File: src/rtl/lut_log_scale.sv
// Serial threshold search mapping an unsigned Q4.4 magnitude to a saturated floor(ln(x)) code,
// with valid/ready handshakes on the input and result sides.
module lut_log_scale #(
  parameter int DATA_W  = 8,
  parameter int EXP_W   = 4,
  parameter int MIN_EXP = -3,
  parameter int MAX_EXP = 2
) (
  input  logic              clk,
  input  logic              rst_n,
  input  logic              in_valid,
  output logic              in_ready,
  input  logic [DATA_W-1:0] in_data,
  output logic              out_valid,
  input  logic              out_ready,
  output logic [EXP_W-1:0]  log_int,
  output logic              zero,
  output logic              sat
);

  typedef enum logic [1:0] {
    IDLE   = 2'd0,
    SEARCH = 2'd1,
    DONE   = 2'd2
  } state_e;

  localparam logic [EXP_W-1:0] MIN_CODE = EXP_W'(MIN_EXP);
  localparam logic [EXP_W-1:0] MAX_CODE = EXP_W'(MAX_EXP);

  state_e              state_q, state_d;
  logic [2:0]          idx_q, idx_d;
  logic [DATA_W-1:0]   x_q, x_d;
  logic                in_ready_q, in_ready_d;
  logic                out_valid_q, out_valid_d;
  logic [EXP_W-1:0]    log_int_q, log_int_d;
  logic                zero_q, zero_d;
  logic                sat_q, sat_d;
  logic                hit_s;

  // Thresholds are round(16*e^(i-2)) in Q4.4.
  function automatic logic [DATA_W-1:0] thr(input logic [2:0] i);
    case (i)
      3'd0:    thr = DATA_W'(8'd2);
      3'd1:    thr = DATA_W'(8'd6);
      3'd2:    thr = DATA_W'(8'd16);
      3'd3:    thr = DATA_W'(8'd43);
      default: thr = DATA_W'(8'd118);
    endcase
  endfunction

  // Next-state and result computation for the handshake/search FSM.
  always_comb begin
    state_d     = state_q;
    idx_d       = idx_q;
    x_d         = x_q;
    in_ready_d  = in_ready_q;
    out_valid_d = out_valid_q;
    log_int_d   = log_int_q;
    zero_d      = zero_q;
    sat_d       = sat_q;
    hit_s       = (x_q >= thr(idx_q));
    case (state_q)
      IDLE: begin
        if (in_valid && in_ready_q) begin
          x_d        = in_data;
          idx_d      = 3'd0;
          zero_d     = (in_data == {DATA_W{1'b0}});
          in_ready_d = 1'b0;
          state_d    = SEARCH;
        end else begin
          // in_ready comes up on the first edge after reset release.
          in_ready_d = 1'b1;
        end
      end
      SEARCH: begin
        if (hit_s) begin
          if (idx_q == 3'd4) begin
            log_int_d   = MAX_CODE;
            sat_d       = 1'b1;
            out_valid_d = 1'b1;
            state_d     = DONE;
          end else begin
            idx_d = idx_q + 3'd1;
          end
        end else begin
          log_int_d   = MIN_CODE + EXP_W'(idx_q);
          sat_d       = 1'b0;
          out_valid_d = 1'b1;
          state_d     = DONE;
        end
      end
      DONE: begin
        if (out_ready) begin
          out_valid_d = 1'b0;
          in_ready_d  = 1'b1;
          state_d     = IDLE;
        end else begin
          out_valid_d = 1'b1;
        end
      end
      default: begin
        state_d     = IDLE;
        idx_d       = 3'd0;
        in_ready_d  = 1'b0;
        out_valid_d = 1'b0;
      end
    endcase
  end

  // State and output registers; reset discards any in-flight search.
  always_ff @(posedge clk or negedge rst_n) begin
    if (!rst_n) begin
      state_q     <= IDLE;
      idx_q       <= 3'd0;
      x_q         <= {DATA_W{1'b0}};
      in_ready_q  <= 1'b0;
      out_valid_q <= 1'b0;
      log_int_q   <= {EXP_W{1'b0}};
      zero_q      <= 1'b0;
      sat_q       <= 1'b0;
    end else begin
      state_q     <= state_d;
      idx_q       <= idx_d;
      x_q         <= x_d;
      in_ready_q  <= in_ready_d;
      out_valid_q <= out_valid_d;
      log_int_q   <= log_int_d;
      zero_q      <= zero_d;
      sat_q       <= sat_d;
    end
  end

  assign in_ready  = in_ready_q;
  assign out_valid = out_valid_q;
  assign log_int   = log_int_q;
  assign zero      = zero_q;
  assign sat       = sat_q;

endmodule

File: config.mk
export PLATFORM = sky130hd
export DESIGN_NAME = lut_log_scale
export DESIGN_NICKNAME = d
export VERILOG_FILES = /design/src/rtl/lut_log_scale.sv
export SDC_FILE = /design/constraint.sdc
export NUM_CORES = 1
export LEC_CHECK = 0
export CAP_MARGIN = 20
export CORE_AREA = 2 2 61 48
export DETAILED_ROUTE_END_ITERATION = 7
export DIE_AREA = 0 0 63 50
export GPL_ROUTABILITY_DRIVEN = 0
export PLACE_DENSITY = 0.77
export SLEW_MARGIN = 5
export SYNTH_ARGS = -nofsm -noshare
export SYNTH_HDL_FRONTEND = slang
export SYNTH_SLANG_ARGS = --single-unit
File: constraint.sdc
create_clock -name clk -period 3.5 [get_ports clk]
set_clock_uncertainty 0.05 [all_clocks]
set_input_delay 0.7 -clock clk [delete_from_list [all_inputs] [get_ports clk]]
set_output_delay 0.7 -clock clk [all_outputs]
set_load 0.05 [all_outputs]
==> flow_metrics.env <==
export IMPL_status="finished clean"
export IMPL_critical_path_startpoint_type="flop"
export IMPL_max_vdd_ir_drop_uv=377
export IMPL_yosys_mux_area_fraction_pct=8.23
export IMPL_num_vias=899
export IMPL_routed_via_density=5.32
export IMPL_post_synth_inst_count=112
export IMPL_grt_max_degree=22
export IMPL_timing_fmax_mhz=346
export IMPL_antenna_found_initial=0
export IMPL_drive_gt1_share_pct=14.3
export IMPL_die_area_um2=3150
export IMPL_drv_slew=0
export IMPL_synth_top_family_by_area="compound AO/OA/AOI/OAI gates"
export IMPL_yosys_top_cells_area="sky130_fd_sc_hd__dfrtp_1 (41%), sky130_fd_sc_hd__ha_1 (16%), sky130_fd_sc_hd__mux2_2 (7.1%), sky130_fd_sc_hd__inv_1 (2.6%), sky130_fd_sc_hd__nor2_1 (2.4%)"
export IMPL_effective_utilization_at_floorplan_pct=50.2
export IMPL_hpwlAfterDp_um=1840
export IMPL_ctsResizeCount=0
export IMPL_synthesis_area_per_instance_um2=11.4
export IMPL_count_of_cell_types_in_the_netlist=36
export IMPL_worst_hold_check_path_type="flop to flop"
export IMPL_r2r_end="out_valid"
export IMPL_critPathMaxFanout=10
export IMPL_final_setup_tns_ps=0
export IMPL_grt_pass1_wl_um=4090
export IMPL_regToRegStartpoint="idx_q[0]"
export IMPL_cts_hold_buffers_added=0
export IMPL_critPathCaptureType="flop"
export IMPL_post_placement_setup_slack_ps=619
export IMPL_row_count=16
export IMPL_detail_route_first_pass_iterations=4
export IMPL_ant_nets=0
export IMPL_grt_pass1_vias=883
export IMPL_clock_transition_time_at_the_flip_flop_clock_pins_of_the_worst_setup_and_hold_paths_ps=120
export IMPL_mappedNetlistArea_um2=1280
export IMPL_synth_compound_area_share_pct=18.3
export IMPL_grt_overflow_total=0
export IMPL_clk_path_buf_depth=2
export IMPL_postLayoutSetupSlackWorst_ps=607
export IMPL_max_slew_worst_pin_slew_ps=943
export IMPL_clkLatencyLatePin_ps=310
export IMPL_finalCritPeriodShare_pct=82.7
export IMPL_fp_dieH_um=50
export IMPL_gr_usage_all_layers_pct=16.8
export IMPL_clk_root_buffer_cell="sky130_fd_sc_hd__clkbuf_4"
export IMPL_n_fill_cell=221
export IMPL_syn_num_nets=140
export IMPL_ff_latch_area_um2=526
export IMPL_critPathArrivalTime_ps=3050
export IMPL_fp_coreArea_um2=2540
export IMPL_drc=0
export IMPL_critical_path_class="flop to flop"
export IMPL_clock_sink_count=21
export IMPL_setup_violations_final=0
export IMPL_yosys_warnings=0
export IMPL_synth_ff_latch_count=21
export IMPL_critPathCapture="out_valid"
export IMPL_io_pins=20
export IMPL_grt_setup_unrepaired="false"
export IMPL_instances_no_fill=169
export IMPL_crit_path_start="idx_q[0]"
export IMPL_p_leak_nw=0.670
export IMPL_ys_top_cells_by_count="sky130_fd_sc_hd__dfrtp_1 (21), sky130_fd_sc_hd__ha_1 (16), sky130_fd_sc_hd__inv_1 (9)"
export IMPL_routed_wl_um=2340
export IMPL_critical_path_required_ps=3660
export IMPL_final_hold_violation_count=0
export IMPL_max_cap_violations=0
export IMPL_number_of_flops_mapped_to_enable_cells_by_yosys=0
export IMPL_initialDrtViolationCount=36
export IMPL_synth_simple_area_share_pct=13.3
export IMPL_multi_input_comb_area_um2=709
export IMPL_post_drt_wl_per_cell_um=13.9
export IMPL_h_tree_depth=1
export IMPL_num_antenna_cells=0
export IMPL_yosys_area_top_type="sky130_fd_sc_hd__dfrtp_1"
export IMPL_layout_area_overhead_vs_synth_pct=19.8
export IMPL_r2r_worst_path_cells=10
export IMPL_ys_seq_area_share_pct=41.1
export IMPL_synth_xor_area_share_pct=0
export IMPL_synth_adder_area_share_pct=15.7
export IMPL_ys_flop_type="sky130_fd_sc_hd__dfrtp_1"
export IMPL_synth_largest_type_area_fraction_pct=41.1
export IMPL_r2r_slack_ps=610
export IMPL_power_density_nw_per_um2=880
export IMPL_die_w_um=63
export IMPL_maxSlewHeadroom_pct=36.9
export IMPL_placement_io_buffers=19
export IMPL_final_net_count=162
export IMPL_tritoncts="done"
export IMPL_synth_most_common_cell="sky130_fd_sc_hd__dfrtp_1"
export IMPL_asyncSetResetFlopFracSynth_pct=100
export IMPL_place_inst=165
export IMPL_min_period_ps=2890
export IMPL_cts_inserted_buffers=3
export IMPL_cts_setup_buffers=0
power by group:
group          total [mW]  switching [mW]  internal (mW)
clock               0.119          0.0742         0.0446
sequential          0.417          0.0700          0.347
combinational       0.811           0.451          0.360
total                1.35           0.595          0.752
sequential cells by signal (all words and copies together) (netlist names):
signal and count:
out_valid 1, x_q 8, sat 1, state_q 2, zero 1, log_int 4
idx_q 3, in_ready 1
per-layer routing:
layer	routed length [um]	GRT usage (%)	up-vias
li1	-	-	452
met1	1140	22.8	420
met2	1030	25.9	23
met3	132	4.57	4
met4	38	5.56	0
met5	0	0	-
worst max-delay path: stages, from the launching register on:
cell	delay (ps)
sky130_fd_sc_hd__dfrtp_1	450
sky130_fd_sc_hd__ha_1	250
sky130_fd_sc_hd__ha_1	220
sky130_fd_sc_hd__nand2_1	100
sky130_fd_sc_hd__inv_1	50
sky130_fd_sc_hd__ha_1	260
sky130_fd_sc_hd__nand2b_4	150
sky130_fd_sc_hd__a2111oi_4	430
sky130_fd_sc_hd__o32ai_4	210
sky130_fd_sc_hd__mux2_4	330
sky130_fd_sc_hd__a221o_1	290
cell type report:
cell class	count	area share, %
Clock buffer	4	1.72
Inverter	9	2.21
Multi-Input combinational cell	80	46.4
Sequential cell	21	34.3
Tap cell	36	2.94
Timing Repair Buffer	19	12.4
cell usage in the layout (no fill, tap or decap), types with 2 or more instances in the layout:
| master | instances |
|---|---|
| sky130_fd_sc_hd__ha_1 | 16 |
| sky130_fd_sc_hd__nor2b_1 | 3 |
| sky130_fd_sc_hd__mux2_2 | 8 |
| sky130_fd_sc_hd__inv_1 | 9 |
| sky130_fd_sc_hd__nor2_1 | 8 |
| sky130_fd_sc_hd__a22o_1 | 3 |
| sky130_fd_sc_hd__o22a_1 | 2 |
| sky130_fd_sc_hd__a21o_1 | 2 |
| sky130_fd_sc_hd__or2_2 | 2 |
| sky130_fd_sc_hd__a21oi_1 | 4 |
| sky130_fd_sc_hd__dfrtp_1 | 21 |
| sky130_fd_sc_hd__nor4_1 | 2 |
| sky130_fd_sc_hd__nand3_1 | 2 |
| sky130_fd_sc_hd__nand4_1 | 2 |
| sky130_fd_sc_hd__nand2_1 | 6 |
| sky130_fd_sc_hd__clkbuf_4 | 3 |
| sky130_fd_sc_hd__o221ai_1 | 2 |
| sky130_fd_sc_hd__clkdlybuf4s50_1 | 19 |
per-stage QoR:
stage | power, mW | hold slack, ps | cell area [um^2] | util (%)
2_1_floorplan | 1.04 | 354 | 1280 | -
3_3_place_gp | 1.21 | 412 | 1500 | 59.2
3_5_place_dp | 1.23 | 424 | 1500 | 59.2
4_1_cts | 1.35 | 445 | 1530 | 60.2
5_1_grt | 1.45 | 493 | 1530 | 60.2
6_report | 1.35 | 439 | 1530 | 60.2
worst min path at each step:
stage | startpoint | to | cells past startpoint
2_1_floorplan | rst_n | idx_q[0] | 0
3_3_place_gp | zero | zero | 2
3_5_place_dp | zero | zero | 2
4_1_cts | zero | zero | 2
5_1_grt | zero | zero | 2
6_report | zero | zero | 2
cells by family (layout without fill, tap and decap cells):
| logic type | after synthesis | after routing |
|---|---|---|
| AO/OA/AOI/OAI | 24 | 24 |
| multiplexers | 9 | 9 |
| adder cells (fa/ha/maj) | 16 | 16 |
| flip-flops | 21 | 21 |
| AND/OR/NAND/NOR | 31 | 31 |
| buffers and inverters | 11 | 32 |
Note: power is estimated with default switching activity, not from simulation.
